**src/rtl/regfile_access_arbiter_pkg.sv**
```systemverilog
// Shared constants and state encoding for the register file access arbiter.
package regfile_access_arbiter_pkg;

  localparam int RV_DATA_WIDTH            = 32;
  localparam int RV_REG_ADDR_WIDTH        = 5;
  localparam int ARB_HALT_TIMEOUT_DEFAULT = 64;

  typedef enum logic [2:0] {
    ARB_IDLE      = 3'd0,
    ARB_HALT_WAIT = 3'd1,
    ARB_ACCESS    = 3'd2,
    ARB_RESP      = 3'd3,
    ARB_ABORT     = 3'd4,
    ARB_RELEASE   = 3'd5
  } arb_state_e;

endpackage

```
**src/rtl/regfile_access_arbiter_rr2.sv**
```systemverilog
// Two-input round-robin picker. On a tie the requester that was not granted
// last wins; last_grant only moves when the caller commits a grant.
module regfile_access_arbiter_rr2 (
  input  logic       clk,
  input  logic       rst,
  input  logic [1:0] req,
  input  logic       update,
  output logic       gnt_valid,
  output logic       gnt_idx
);

  logic last_q;
  logic last_d;

  // Pick a winner from the current request vector
  always_comb begin
    gnt_valid = |req;
    if (req == 2'b11) begin
      gnt_idx = ~last_q;
    end else begin
      gnt_idx = req[1];
    end
  end

  // Remember the committed grant for the next tie
  always_comb begin
    last_d = last_q;
    if (update && gnt_valid) begin
      last_d = gnt_idx;
    end
  end

  // last_grant starts at 1 so requester 0 wins the first tie
  always_ff @(posedge clk or posedge rst) begin
    if (rst) begin
      last_q <= 1'b1;
    end else begin
      last_q <= last_d;
    end
  end

endmodule

```
**src/rtl/regfile_access_arbiter.sv**
```systemverilog
// Shares the register file debug port between two requesters. The core is
// halted before any access; back-to-back requests share one halt window.
module regfile_access_arbiter
  import regfile_access_arbiter_pkg::*;
#(
  parameter int DATA_WIDTH   = RV_DATA_WIDTH,
  parameter int ADDR_WIDTH   = RV_REG_ADDR_WIDTH,
  parameter int HALT_TIMEOUT = ARB_HALT_TIMEOUT_DEFAULT,
  parameter int TO_CNT_W     = $clog2(HALT_TIMEOUT + 1)
) (
  input  logic                  CLK,
  input  logic                  RST,
  input  logic                  m0_req,
  input  logic                  m0_we,
  input  logic [ADDR_WIDTH-1:0] m0_addr,
  input  logic [DATA_WIDTH-1:0] m0_wdata,
  output logic                  m0_done,
  output logic                  m0_err,
  output logic [DATA_WIDTH-1:0] m0_rdata,
  input  logic                  m1_req,
  input  logic                  m1_we,
  input  logic [ADDR_WIDTH-1:0] m1_addr,
  input  logic [DATA_WIDTH-1:0] m1_wdata,
  output logic                  m1_done,
  output logic                  m1_err,
  output logic [DATA_WIDTH-1:0] m1_rdata,
  output logic                  cpu_stop,
  input  logic                  cpu_halted,
  output logic [ADDR_WIDTH-1:0] regfile_addr,
  output logic                  regfile_write_enable,
  output logic [DATA_WIDTH-1:0] regfile_write_data,
  input  logic [DATA_WIDTH-1:0] regfile_read_data
);

  arb_state_e            state_q, state_d;
  logic [TO_CNT_W-1:0]   cnt_q, cnt_d;
  logic                  gnt_q, gnt_d;
  logic [ADDR_WIDTH-1:0] addr_q, addr_d;
  logic [DATA_WIDTH-1:0] rdata_q, rdata_d;

  logic [1:0]            req;
  logic [1:0]            gnt_mask;
  logic [1:0]            arb_req;
  logic                  arb_valid;
  logic                  arb_idx;
  logic                  arb_update;
  logic                  sel_we;
  logic [DATA_WIDTH-1:0] sel_wdata;

  assign req       = {m1_req, m0_req};
  assign gnt_mask  = gnt_q ? 2'b10 : 2'b01;
  // The requester just served is not eligible for the chained slot
  assign arb_req   = (state_q == ARB_RESP) ? (req & ~gnt_mask) : req;
  assign sel_we    = gnt_q ? m1_we : m0_we;
  assign sel_wdata = gnt_q ? m1_wdata : m0_wdata;

  regfile_access_arbiter_rr2 u_rr (
    .clk       (CLK),
    .rst       (RST),
    .req       (arb_req),
    .update    (arb_update),
    .gnt_valid (arb_valid),
    .gnt_idx   (arb_idx)
  );

  // Next-state logic: halt handshake, timeout, grant and chaining
  always_comb begin
    state_d    = state_q;
    cnt_d      = cnt_q;
    gnt_d      = gnt_q;
    addr_d     = addr_q;
    rdata_d    = rdata_q;
    arb_update = 1'b0;
    case (state_q)
      ARB_IDLE: begin
        if (|req) begin
          state_d = ARB_HALT_WAIT;
          cnt_d   = '0;
        end
      end
      ARB_HALT_WAIT: begin
        if (!(|req)) begin
          state_d = ARB_RELEASE;
        end else if (cpu_halted) begin
          state_d    = ARB_ACCESS;
          arb_update = 1'b1;
          gnt_d      = arb_idx;
          addr_d     = arb_idx ? m1_addr : m0_addr;
        end else if (cnt_q == TO_CNT_W'(HALT_TIMEOUT - 1)) begin
          state_d = ARB_ABORT;
        end else begin
          cnt_d = cnt_q + TO_CNT_W'(1);
        end
      end
      ARB_ACCESS: begin
        rdata_d = sel_we ? '0 : regfile_read_data;
        state_d = ARB_RESP;
      end
      ARB_RESP: begin
        if (arb_valid) begin
          state_d    = ARB_ACCESS;
          arb_update = 1'b1;
          gnt_d      = arb_idx;
          addr_d     = arb_idx ? m1_addr : m0_addr;
        end else begin
          state_d = ARB_RELEASE;
        end
      end
      ARB_ABORT: begin
        state_d = ARB_RELEASE;
      end
      ARB_RELEASE: begin
        if (!cpu_halted) begin
          state_d = ARB_IDLE;
        end
      end
      default: begin
        state_d = ARB_IDLE;
      end
    endcase
  end

  // State and captured access registers
  always_ff @(posedge CLK or posedge RST) begin
    if (RST) begin
      state_q <= ARB_IDLE;
      cnt_q   <= '0;
      gnt_q   <= 1'b0;
      addr_q  <= '0;
      rdata_q <= '0;
    end else begin
      state_q <= state_d;
      cnt_q   <= cnt_d;
      gnt_q   <= gnt_d;
      addr_q  <= addr_d;
      rdata_q <= rdata_d;
    end
  end

  // Outputs decoded from the current state; all quiet in IDLE and RELEASE
  always_comb begin
    m0_done              = 1'b0;
    m0_err               = 1'b0;
    m0_rdata             = '0;
    m1_done              = 1'b0;
    m1_err               = 1'b0;
    m1_rdata             = '0;
    cpu_stop             = (state_q == ARB_HALT_WAIT) || (state_q == ARB_ACCESS) ||
                           (state_q == ARB_RESP);
    regfile_addr         = addr_q;
    regfile_write_enable = 1'b0;
    regfile_write_data   = '0;
    case (state_q)
      ARB_ACCESS: begin
        regfile_write_enable = sel_we && (addr_q != '0);
        regfile_write_data   = sel_wdata;
      end
      ARB_RESP: begin
        if (gnt_q) begin
          m1_done  = 1'b1;
          m1_rdata = rdata_q;
        end else begin
          m0_done  = 1'b1;
          m0_rdata = rdata_q;
        end
      end
      ARB_ABORT: begin
        m0_done = m0_req;
        m0_err  = m0_req;
        m1_done = m1_req;
        m1_err  = m1_req;
      end
      default: begin
      end
    endcase
  end

endmodule

```
**config.mk**
```make
export PLATFORM = sky130hd
export DESIGN_NAME = regfile_access_arbiter
export DESIGN_NICKNAME = d
export VERILOG_FILES = /design/src/rtl/regfile_access_arbiter_pkg.sv /design/src/rtl/regfile_access_arbiter_rr2.sv /design/src/rtl/regfile_access_arbiter.sv
export SDC_FILE = /design/constraint.sdc
export NUM_CORES = 1
export LEC_CHECK = 0
export ABC_CLOCK_PERIOD_IN_PS = 3000
export CAP_MARGIN = 20
export CORE_AREA = 2 2 85 87
export CTS_BUF_LIST = sky130_fd_sc_hd__clkbuf_4
export DETAILED_ROUTE_END_ITERATION = 10
export DIE_AREA = 0 0 87 89
export DONT_BUFFER_PORTS = 1
export HOLD_SLACK_MARGIN = 0.15
export SETUP_SLACK_MARGIN = 0.5
export SYNTH_ARGS = -nofsm -noshare
export SYNTH_HDL_FRONTEND = slang
export SYNTH_SLANG_ARGS = --single-unit
```
**constraint.sdc**
```tcl
create_clock -name CLK -period 3 [get_ports CLK]
set_clock_uncertainty 0.15 [all_clocks]
set_input_delay 0.3 -clock CLK [delete_from_list [all_inputs] [get_ports CLK]]
set_output_delay 0.3 -clock CLK [all_outputs]
set_load 0.02 [all_outputs]
```
# Word level (Yosys, flattened, before mapping)
# Cells that the tools add are included.
[word_totals]
register_bits = 49
in_bits = 113
output_inout_bits = 107
elab_cells = 81
[op_classes]
n_addsub = 1
n_eq_ne = 15
n_mux = 43
bitwise_logic = 3
reduce_logical = 13
[ops]
columns = ["cell", "count"]
rows = [
  ["$mux 32", 7],
  ["$mux 7", 4],
  ["$mux 5", 4],
  ["$mux 3", 6],
  ["$pmux 3 s6", 1],
  ["$pmux 7 s2", 1],
  ["$mux 1", 13],
  ["$ne 2x2->1 const B", 6],
  ["$pmux 5 s2", 1],
  ["$pmux 1 s2", 4],
  ["$add 7x1->7 const B", 1],
  ["$eq 7x6->1 const B", 1],
  ["$eq 3x2->1 const B", 2],
  ["$eq 3x3->1 const B", 2],
  ["$reduce_and 5->1", 1],
  ["$reduce_bool 5->1", 1],
  ["$mux 2", 2],
  ["$ne 4x4->1 const B", 1],
  ["$reduce_and 4->1", 1],
  ["$reduce_bool 2->1", 2],
  ["$reduce_or 2->1", 2],
  ["$eq 3x1->1 const B", 1],
  ["$logic_not 3->1", 1],
  ["$reduce_and 3->1", 1],
  ["7 further kinds", 9],
]

# Logic depth before layout (Yosys ltp)
[logic_depth]
ltp_word = 10
depth_mapped = 7

# Modules after synthesis
# Synthesis repeated with hierarchy kept, for this count alone.
[unflattened]
cells_unflattened = 325
area_unflattened_um2 = 3016.6
[modules_own_cells]
columns = ["module", "n_inst", "cells_each", "area_each_um2", "seq_area_each_um2"]
rows = [
  ["regfile_access_arbiter", 1, 319, 2961.6, 1201.2],
  ["regfile_access_arbiter_rr2", 1, 6, 55.1, 26.3],
]

# Worst setup path after synthesis
# No wires, ideal clock.
[synth_path]
kind = "register to output"
from = "reg state_q[1]"
to = "out regfile_write_enable"
arrival_ps = 1578
required_ps = 2550
setup_slack_ps = 972
stages_incl_launch_ff = 6
path_buffers = 2
path_cell_list = "dfrtp_1 > inv_2 > or3_1 > clkbuf_1 > clkbuf_1 > nor3_1"
[synth_via]
elab_chain_len = 2
[synth_lines]
columns = ["item", "line_no", "text"]
rows = [
  ["start, declared", "regfile_access_arbiter.sv:35", "arb_state_e state_q, state_d;"],
  ["start signal, assigned", "regfile_access_arbiter.sv:132", "state_q <= state_d;"],
  ["$eq 3x2->1", "regfile_access_arbiter.sv:153", "case (state_q)"],
  ["$mux 1", "regfile_access_arbiter.sv:153", ""],
  ["end, declared", "regfile_access_arbiter.sv:30", "output logic regfile_write_enable,"],
]
# Every way passes these cells.

# Worst setup path after layout
# Same ends and word-level chain as after synthesis.

==> key figures <==
Status
  – Outcome: finished clean

Placement
  – Port Buffers: 0
  – Dpl ws: 0.507 ns
  – Dpl cells: about 390
  – Hpwl dp: ~5800 microns
  – Final GP Congestion: 0.753
  – Placed cell area: about 0.0031 sq mm

Timing
  – Final min period: 2.41 ns
  – Post-route setup TNS: 0 ns
  – Relative slew slack: 53.0%
  – Worst-Margin Slew: between 0.6 and 0.7 ns
  – Max frequency: 0.414 GHz
  – Final Hold Viols: 0
  – Finish-stage setup viols: 0
  – Max-slew violations: 0
  – Final WS setup: between 0.5 and 0.6 ns
  – Tcrit/Tclk final: between 80 and 90%
  – Unrepaired setup endpoints after global routing: true

Die
  – Initial Util: 45.9%
  – Core area: 0.00672 sq mm
  – Chip Width: 87 microns
  – Full die area: 0.00774 sq mm
  – DIE HEIGHT: 89 microns
  – Row cnt: 30
  – Ports: 220

Job
  – Max cap viols: 0

Clock tree
  – CTS tree: done
  – Clock transition at path regs: around 0.14 ns
  – Root Buffer: clkbuf_4
  – Inserted Clock Buffers: 5
  – Clk_lat worst skew: 0.35 ns
  – Deepest clock path buffer count: 2
  – Post-CTS Setup Inserts: 0
  – Clock sink count: just under 50
  – H-tree levels: 2

Global route
  – Met1 track demand over resource: 26.0%
  – Layer carrying the most global-route usage: met2
  – Initial antenna violation count: 0
  – Global-route wire length before repair: between 10000 and 15000 microns
  – Grt total ovfl: 0
  – Vias in the first global route: 2269
  – GRT Total Usage: 19.3%
  – M3 GR Usage: about 3.6%
  – Met2 GRT Util: ~32%
  – Largest net degree at the start of global routing: 47

Worst setup path
  – Crit-path cells: inv_2 > or3_4 > nor3_1 > buf_4
  – CP endpoint kind: output pin
  – Slowest CP cell: or3_4
  – CP arrival: 1.96 ns
  – CP Max Fanout: 46
  – Crit-path max cell delay: 0.59 ns
  – Startpoint types: flop
  – Crit Path Category: reg -> out
  – CP Data Required Time: 2.55 ns

Synth
  – Synthesized area: between 0.003 and 0.004 sq mm
  – FF+latch count, synth: a little under 50
  – Mapped Cells: approximately 330
  – Distinct cells, synth: 45
  – List of most frequent post-synthesis cells: and2_1 (64), dfrtp_1 (48), nor2_1 (46)
  – Top cells by area, synth: dfrtp_1 (39%), mux2i_1 (13%), and2_1 (13%)
  – Dominant synthesized flop cell: dfrtp_1
  – Net Count, Synth: between 400 and 500
  – Share of the synthesized area in the top cell type: 38.9%
  – Syn avg cell area: about 9.5 sq um
  – Post-synthesis async set-or-reset flop share: 100%
  – Post-synth EDFFs: 0
  – Synth area leader: dfrtp_1
  – YS warnings: 0
  – Sequential fraction of the synthesis area: between 30% and 40%
  – Most frequent cell after synthesis: and2_1

Routing
  – Drt first-iter violations: about 110
  – Post-route DRC violation count: 0
  – Final antenna-violating net count: 0
  – Via count: roughly 2600
  – Wire length per cell after detailed routing: about 19 microns
  – Final WL: about 8400 microns
  – Vias per cell: 5.86
  – First-pass DRT Iterations: 4

Cells and area
  – Layout cells sized above 1: 8.89%
  – Net count reported at finish: 473
  – Design area: between 0.003 and 0.004 sq mm
  – Finished Layout Cells: 440
  – Area delta synth->final: 17.6%
  – Ant diodes: 0
  – Fin util: 54.0%

Pwr
  – Peak supply drop: 0.000443 V
  – PD cells: 819 mW/mm^2
  – Pleak: ~1.6 nW

Min path
  – HP Class: in -> reg
critical path: cells and delay by family, from the launching register on:
family,cells,cell delay (ns)
buf+inv,2,0.23
flops,1,0.53
simple gates,2,0.84
placed cells by master, fill, tap and decap left out, drive strengths merged, types with 3 or more instances in the layout:
cell and count:
and2 64, dfrtp 48, nor2 46, dlygate4sd3 44
mux2i 41, a22o 32, inv 8, buf 7
clkbuf 6, nand2 5, nand3 5, a21oi 5
o211ai 4, and3 3, nand2b 3, nor3 3
o31ai 3, nand4 3
cell type report:
cell class / count / area (sq um)
clock inverters: 2 / 15.0
clock buffers: 6 / 45.0
flip-flops and latches: 49 / 1230
fillers: 575 / 3090
multi-input cells: 244 / 1720
well taps: 80 / 100
repair buffers: 51 / 493
inverters: 8 / 30.0
report_power, final:
group / total, mW / switching, mW / internal, mW
clock network: 0.310 / 0.209 / 0.101
logic: 1.30 / 0.725 / 0.578
registers: 1.36 / 0.371 / 0.989
total: 2.97 / 1.30 / 1.67
final timing paths:
check | end | startpoint | slack [ns] | depth (start not counted)
setup / recovery | regfile_write_enable | state_q[1] | 0.59 | 4
hold / removal | u_rr.last_q | m1_req | 0.19 | 3
setup reg to reg | rdata_q[20] | gnt_q | 0.84 | 5
hold reg to reg | u_rr.last_q | u_rr.last_q | 0.38 | 1
max in group asynchronous | rdata_q[31] | RST | 1.65 | 3
min in group asynchronous | rdata_q[10] | RST | 0.34 | 2
per-layer routing:
| layer | wire length, microns | vias to the layer above |
|---|---|---|
| met3 | 458 | 2 |
| met1 | 3620 | 1242 |
| li1 | - | 1212 |
| met5 | 0 | - |
| met2 | 4240 | 122 |
| met4 | 41 | 0 |
metrics by stage:
step           total power [mW]  hold slack [ns]
3_3_place_gp               2.57            0.181
4_1_cts                    2.99            0.161
3_5_place_dp               2.62            0.191
5_1_grt                    3.19            0.174
6_report                   2.97            0.187
2_1_floorplan              2.37            0.283
kinds of logic after synthesis:
family,Yosys count,synth area share [%]
AO/OA/AOI/OAI,58,15.9
adder cells (fa/ha/maj),1,0.405
flip-flops,49,39.8
multiplexers,41,13.3
AND/OR/NAND/NOR,144,25.4
buffers and inverters,33,5.23
state kept, by name, indices dropped and copies added, names as in the netlist:
signal        cells
gnt_q             1
regfile_addr      5
cnt_q             7
rdata_q          32
state_q           3
u_rr.last_q       1
what timing repair did:
action,CTS,global route
pin swaps,0,0
hold buffers,44,0
endpoints found under the hold margin,74,0
endpoints found under the setup margin,64,63
gates resized for setup,4,3
No activity file was read; power rests on OpenSTA's default activity.
